### src/rtl/ps2_pkg.sv
// Shared types and constants for the PS/2 keyboard receiver: frame FSM states,
// scan-code prefixes, HID usage codes and the scan-to-HID lookup.
package ps2_pkg;

  typedef enum logic [1:0] {
    IDLE   = 2'd0,
    DATA   = 2'd1,
    PARITY = 2'd2,
    STOP   = 2'd3
  } frame_state_t;

  localparam logic [7:0] PS2_EXT = 8'hE0;
  localparam logic [7:0] PS2_BRK = 8'hF0;

  localparam logic [7:0] KEY_A     = 8'h04;
  localparam logic [7:0] KEY_D     = 8'h07;
  localparam logic [7:0] KEY_S     = 8'h16;
  localparam logic [7:0] KEY_W     = 8'h1A;
  localparam logic [7:0] KEY_SPACE = 8'h2C;
  localparam logic [7:0] KEY_ENTER = 8'h28;
  localparam logic [7:0] KEY_UP    = 8'h52;
  localparam logic [7:0] KEY_DOWN  = 8'h51;
  localparam logic [7:0] KEY_LEFT  = 8'h50;
  localparam logic [7:0] KEY_RIGHT = 8'h4F;

  // 0x00 means "not a key the player-motion logic cares about".
  function automatic logic [7:0] map_scan(input logic ext, input logic [7:0] scan);
    logic [7:0] hid;
    hid = 8'h00;
    if (ext) begin
      case (scan)
        8'h75:   hid = KEY_UP;
        8'h72:   hid = KEY_DOWN;
        8'h6B:   hid = KEY_LEFT;
        8'h74:   hid = KEY_RIGHT;
        default: hid = 8'h00;
      endcase
    end else begin
      case (scan)
        8'h1C:   hid = KEY_A;
        8'h23:   hid = KEY_D;
        8'h1B:   hid = KEY_S;
        8'h1D:   hid = KEY_W;
        8'h29:   hid = KEY_SPACE;
        8'h5A:   hid = KEY_ENTER;
        default: hid = 8'h00;
      endcase
    end
    return hid;
  endfunction

endpackage

### src/rtl/ps2_frame_rx.sv
// PS/2 frame receiver: synchronizes the raw bus, detects falling clock edges and
// assembles 11-bit frames into bytes, reporting parity/stop/timeout failures.
module ps2_frame_rx
  import ps2_pkg::*;
#(
  parameter int TIMEOUT_CYCLES = 50000
) (
  input  logic       Clk,
  input  logic       Reset,
  input  logic       ps2_clk,
  input  logic       ps2_data,
  output logic [7:0] data_byte,
  output logic       byte_done,
  output logic       frame_err,
  output logic       timeout
);

  localparam int TW = $clog2(TIMEOUT_CYCLES + 1);
  localparam logic [TW-1:0] TIMER_TERM = TW'(TIMEOUT_CYCLES);

  logic clk_s1, clk_s2, clk_prev;
  logic dat_s1, dat_s2;
  logic fall;

  frame_state_t  state, state_n;
  logic [2:0]    bit_cnt, bit_cnt_n;
  logic [7:0]    shift, shift_n;
  logic          parity_odd, parity_odd_n;
  logic [TW-1:0] timer, timer_n;
  logic          byte_done_n, frame_err_n, timeout_n;

  // Synchronizers idle high so a reset never manufactures a falling edge.
  always_ff @(posedge Clk or posedge Reset) begin
    if (Reset) begin
      clk_s1   <= 1'b1;
      clk_s2   <= 1'b1;
      clk_prev <= 1'b1;
      dat_s1   <= 1'b1;
      dat_s2   <= 1'b1;
    end else begin
      clk_s1   <= ps2_clk;
      clk_s2   <= clk_s1;
      clk_prev <= clk_s2;
      dat_s1   <= ps2_data;
      dat_s2   <= dat_s1;
    end
  end

  assign fall = clk_prev & ~clk_s2;

  always_ff @(posedge Clk or posedge Reset) begin
    if (Reset) begin
      state      <= IDLE;
      bit_cnt    <= 3'd0;
      shift      <= 8'h00;
      parity_odd <= 1'b0;
      timer      <= '0;
      byte_done  <= 1'b0;
      frame_err  <= 1'b0;
      timeout    <= 1'b0;
    end else begin
      state      <= state_n;
      bit_cnt    <= bit_cnt_n;
      shift      <= shift_n;
      parity_odd <= parity_odd_n;
      timer      <= timer_n;
      byte_done  <= byte_done_n;
      frame_err  <= frame_err_n;
      timeout    <= timeout_n;
    end
  end

  always_comb begin
    state_n      = state;
    bit_cnt_n    = bit_cnt;
    shift_n      = shift;
    parity_odd_n = parity_odd;
    timer_n      = timer;
    byte_done_n  = 1'b0;
    frame_err_n  = 1'b0;
    timeout_n    = 1'b0;

    if (state != IDLE) timer_n = timer + 1'b1;

    // An edge landing on the terminal count keeps the frame alive.
    if (fall) begin
      timer_n = '0;
      case (state)
        IDLE: begin
          if (!dat_s2) begin
            state_n   = DATA;
            bit_cnt_n = 3'd0;
          end else begin
            frame_err_n = 1'b1;
          end
        end
        DATA: begin
          shift_n   = {dat_s2, shift[7:1]};
          bit_cnt_n = bit_cnt + 3'd1;
          if (bit_cnt == 3'd7) state_n = PARITY;
        end
        PARITY: begin
          parity_odd_n = ^{shift, dat_s2};
          state_n      = STOP;
        end
        STOP: begin
          if (dat_s2 && parity_odd) byte_done_n = 1'b1;
          else                      frame_err_n = 1'b1;
          state_n = IDLE;
        end
        default: state_n = IDLE;
      endcase
    end else if (state != IDLE && timer == TIMER_TERM) begin
      state_n     = IDLE;
      timer_n     = '0;
      bit_cnt_n   = 3'd0;
      shift_n     = 8'h00;
      frame_err_n = 1'b1;
      timeout_n   = 1'b1;
    end
  end

  // The shift register is stable from the stop edge onward, so it doubles as
  // the byte output while byte_done is high.
  assign data_byte = shift;

endmodule

### src/rtl/ps2_keycode.sv
// PS/2 keyboard front end: turns received scan-code bytes into the HID code of
// the currently held movement key, tracking E0/F0 prefixes across bytes.
module ps2_keycode
  import ps2_pkg::*;
#(
  parameter int TIMEOUT_CYCLES = 50000
) (
  input  logic       Clk,
  input  logic       Reset,
  input  logic       ps2_clk,
  input  logic       ps2_data,
  output logic [7:0] keycode,
  output logic       key_valid,
  output logic       frame_err
);

  logic [7:0] data_byte;
  logic       byte_done;
  logic       timeout;
  logic       ext, brk;
  logic [7:0] mapped;

  ps2_frame_rx #(
    .TIMEOUT_CYCLES(TIMEOUT_CYCLES)
  ) u_frame_rx (
    .Clk       (Clk),
    .Reset     (Reset),
    .ps2_clk   (ps2_clk),
    .ps2_data  (ps2_data),
    .data_byte (data_byte),
    .byte_done (byte_done),
    .frame_err (frame_err),
    .timeout   (timeout)
  );

  always_comb mapped = map_scan(ext, data_byte);

  always_ff @(posedge Clk or posedge Reset) begin
    if (Reset) begin
      ext       <= 1'b0;
      brk       <= 1'b0;
      keycode   <= 8'h00;
      key_valid <= 1'b0;
    end else begin
      key_valid <= 1'b0;
      if (timeout) begin
        ext <= 1'b0;
        brk <= 1'b0;
      end else if (byte_done) begin
        if (data_byte == PS2_EXT) begin
          ext <= 1'b1;
        end else if (data_byte == PS2_BRK) begin
          brk <= 1'b1;
        end else begin
          ext <= 1'b0;
          brk <= 1'b0;
          // Only releasing the held key clears it; typematic repeats are silent.
          if (mapped != 8'h00) begin
            if (brk) begin
              if (mapped == keycode) begin
                keycode   <= 8'h00;
                key_valid <= 1'b1;
              end
            end else if (mapped != keycode) begin
              keycode   <= mapped;
              key_valid <= 1'b1;
            end
          end
        end
      end
    end
  end

endmodule

### config.mk
export PLATFORM = sky130hd
export DESIGN_NAME = ps2_keycode
export DESIGN_NICKNAME = d
export VERILOG_FILES = /design/src/rtl/ps2_pkg.sv /design/src/rtl/ps2_frame_rx.sv /design/src/rtl/ps2_keycode.sv
export SDC_FILE = /design/constraint.sdc
export NUM_CORES = 1
export LEC_CHECK = 0
export BUFFER_PORTS_ARGS = -buffer_cell sky130_fd_sc_hd__buf_2
export CAP_MARGIN = 10
export CORE_MARGIN = 1.5
export CORE_UTILIZATION = 45
export DETAILED_ROUTE_END_ITERATION = 16
export SYNTH_ARGS = -nofsm -noshare
export SYNTH_HDL_FRONTEND = slang
export SYNTH_HIERARCHICAL = 1
export SYNTH_SLANG_ARGS = --single-unit
### constraint.sdc
create_clock -name Clk -period 3.7 [get_ports Clk]
set_input_delay 0.37 -clock Clk [delete_from_list [all_inputs] [get_ports Clk]]
set_output_delay 0.37 -clock Clk [all_outputs]
set_load 0.03 [all_outputs]
==> reports/qor.yml <==
synthesis:
  synth_area_um2: 2900
  yosys-top-cells-area: "dfrtp_1 37%, ha_1 4.7%, dfstp_2 4.5%, xnor2_1 4.2%, a22o_1 3.3%"
  syn_area_per_cell_um2: 9.89
  postSynthNetCount: 308
  synth-edff-count: 0
  synth_top_area_share_pct: 37.1
  synth_sequential_area_ratio_pct: 41.7
  yosys.cell_types.count: 66
  synth_top_area_cell: "dfrtp_1"
  synthCells: 293
  yosysWarningCount: 6
  ys.flop_type: "dfrtp_1"
  async_reset_ff_share_pct: 100
  ys_ff_latch: 48
hold_path:
  min_path_type: "in2async"
cts:
  cts-root-buf: "clkbuf_8"
  clkSlewWorstSetupHoldPaths_ps: 90
  tritoncts: "built"
  numCtsBuffers: 5
  cts_max_path_buffers: 2
  clock-sinks: 48
  holdBufCountCts: 0
  htreeDepth: 2
  clk_latency_ps: 300
critical_path:
  setup.worst_path.class: "reg2reg"
  path_delay_family: "simple AND/OR/NAND/NOR gates"
  worst_ep_arrival_time_ps: 3770
  slowest_stage: "or4_1"
  start_kind: "flip-flop"
  end_kind: "flip-flop"
  r2r_setup_slack_ps: 120
  critPathMaxStageDelay_ps: 530
  worstPathRequired_ps: 3890
  crit_path_max_fanout: 7
  crit_chain: "or3b_4 -> buf_4 -> nor4_1 -> a211o_1 -> xor2_1 -> or4_1 -> ha_1 -> or4_4 -> inv_2 -> o31ai_4 -> a22o_1"
  worst-path-buf-inv: 2
timing:
  rsz0062_at_grt: "no"
  tightestPinTransition_ps: 608
  setup_violations: 0
  period_minus_slack_ps: 3580
  min_period_over_period_pct: 96.7
  fin_worst_skew_ps: 4.04
  slew_violations: 0
  fin_ws_ps: 121
  timing.fmax_mhz: 279
  slew_headroom_pct: 59.5
  hold_viol_final: 0
power_and_ir_drop:
  sw_frac_of_total_pct: 34.2
  irDropWorstVdd_uv: 354
  power_leakage_nw: 1.45
  combPwrFrac_pct: 36.1
  p_clk_share_pct: 22.6
  p_switching_mw: 0.563
  p_seq_share_pct: 41.3
  power.internal_mw: 1.08
  p_per_area_nw_per_um2: 493
floorplanning:
  initial_core_util_pct: 46.2
  die_area_um2: 6930
  num_io_pins: 14
  die_x_um: 83.2
  rows: 29
  coreArea_um2: 6280
  die_h_um: 83.2
placement:
  place_inst: 389
  pre_cts_ws_ps: -72.4
  place_congestion: 0.889
  io_buffers: 12
  dpl.hpwl_mm: 4.26
run_status:
  status: "finished, final reports clean"
detailed_routing:
  drc_errors: 0
  viasPerCell: 5.84
  antenna_left: 0
  wl_met2_mm: 2.86
  wl_per_cell_um: 15.0
  m1WireLength_mm: 2.94
  met3_wirelength_um: 133
  top_layer_used: "met4"
  via_count: 2340
  dr.pass1.iters: 5
  wl_mm: 6.00
  drt_iter0_markers: 99
layout:
  fin_cells: 401
  n_antenna_cell: 0
  syn2layout_area_growth_pct: 15.2
  n_fill_cell: 552
  drive_gt1_share_pct: 23.1
  nets: 338
global_route:
  grt_pass1_vias: 2120
  antenna_found_initial: 0
  track_usage_pct: 17.8
  grt_max_degree: 39
  grt_overflow: 0
  grt_pass1_wl_mm: 10.0
job:
  drv_cap: 0
kinds of logic (layout without fill, tap and decap cells):
| kind of cell | count (synthesis) | count (layout) | synth area share (%) |
|---|---|---|---|
| AO/OA/AOI/OAI | 84 | 84 | 21.1 |
| XOR/XNOR | 18 | 18 | 5.92 |
| other | 1 | 1 | 0.129 |
| multiplexers | 1 | 1 | 0.345 |
| buffers and inverters | 31 | 62 | 4.79 |
| adder cells (fa/ha/maj) | 11 | 11 | 4.75 |
| AND/OR/NAND/NOR | 99 | 99 | 21.3 |
| flip-flops | 48 | 48 | 41.7 |
worst paths after layout:
path | to | cells past startpoint | start
max in group asynchronous | u_frame_rx/data_byte[1] | 3 | Reset
min reg2reg | u_frame_rx/clk_s2 | 0 | u_frame_rx/clk_s1
min in group Clk | u_frame_rx/clk_s1 | 1 | ps2_clk
max reg2reg | keycode[0] | 11 | u_frame_rx/data_byte[6]
min | ext | 2 | Reset
max | keycode[0] | 11 | u_frame_rx/data_byte[6]
flip-flops by register name, summed over array words and instances (netlist names), 2 cells and up:
register              cells
u_frame_rx/data_byte      8
u_frame_rx/timer         16
u_frame_rx/state          2
u_frame_rx/bit_cnt        3
keycode                   7
per-layer routing:
layer / vias to the layer above / track usage, %
li1: 1151 / -
met1: 1150 / 24.7
met2: 33 / 28.9
met3: 6 / 2.98
met4: 0 / 4.55
met5: - / 0
metrics by stage:
step	cell area [µm²]	TNS (ps)	utilization, %	hold slack (ps)	power, mW
6_report	3340	0	53.2	45.2	1.65
5_1_grt	3340	0	53.2	77.5	1.75
4_1_cts	3260	0	51.9	55.0	1.63
3_5_place_dp	3130	-136	49.9	349	1.25
3_3_place_gp	3130	0	49.9	346	1.25
2_1_floorplan	2900	0	-	210	1.09
placed cells by master, fill, tap and decap left out, types with 5 or more instances in the layout:
master	instances
nand2_1	16
buf_4	24
o21ai_0	15
dfstp_2	5
nand3_1	5
nor2_1	15
a22o_1	11
ha_1	11
clkbuf_8	5
inv_1	17
xnor2_1	14
o31ai_1	9
a21oi_1	15
or3_1	5
buf_2	12
nor4_1	5
nand4_1	5
nand2b_1	7
dfrtp_1	39
power groups by stage:
stage | logic (mW) | registers, mW | clock network, mW
2_1_floorplan | 0.398 | 0.688 | 0
3_3_place_gp | 0.567 | 0.681 | 0
3_5_place_dp | 0.566 | 0.684 | 0
4_1_cts | 0.573 | 0.675 | 0.385
5_1_grt | 0.656 | 0.691 | 0.405
6_report | 0.594 | 0.679 | 0.373
timing repair:
item | 4_1_cts | 5_1_grt
resized for setup | 5 | 11
setup endpoints to repair | 6 | 7
buffers inserted | 0 | 4
endpoints found under the hold margin | 0 | 0
pin swaps | 0 | 4
synth_stat cells (all sizes together), types with 2 or more instances:
master   number
a2111oi       2
a211o         5
a211oi        2
a21boi        2
a21oi        16
a22o         11
a32o          2
and2          3
and3          2
and4bb        3
buf           7
clkbuf        6
dfrtp        43
dfstp         5
ha           11
inv          18
nand2        16
nand2b        7
nand3         7
nand3b        2
nand4         5
nand4b        2
nor2         15
nor2b         2
nor3          4
nor4          5
nor4bb        3
o2111ai       2
o211ai        2
o21a          3
o21ai        16
o2bb2ai       3
o31a          2
o31ai        10
or3           8
or3b          2
or4           5
or4b          2
xnor2        14
xor2          3
final cells by class:
cell class | instances | area [µm²] | share of cell area, %
Multi-Input combinational cell | 214 | 1610 | 48.3
Clock buffer | 6 | 72.6 | 2.17
Timing Repair Buffer | 36 | 240 | 7.20
Inverter | 18 | 67.6 | 2.02
Tap cell | 77 | 96.3 | 2.89
Sequential cell | 48 | 1210 | 36.3
Clock inverter | 2 | 35.0 | 1.05
No activity file was read; power rests on OpenSTA's default activity.
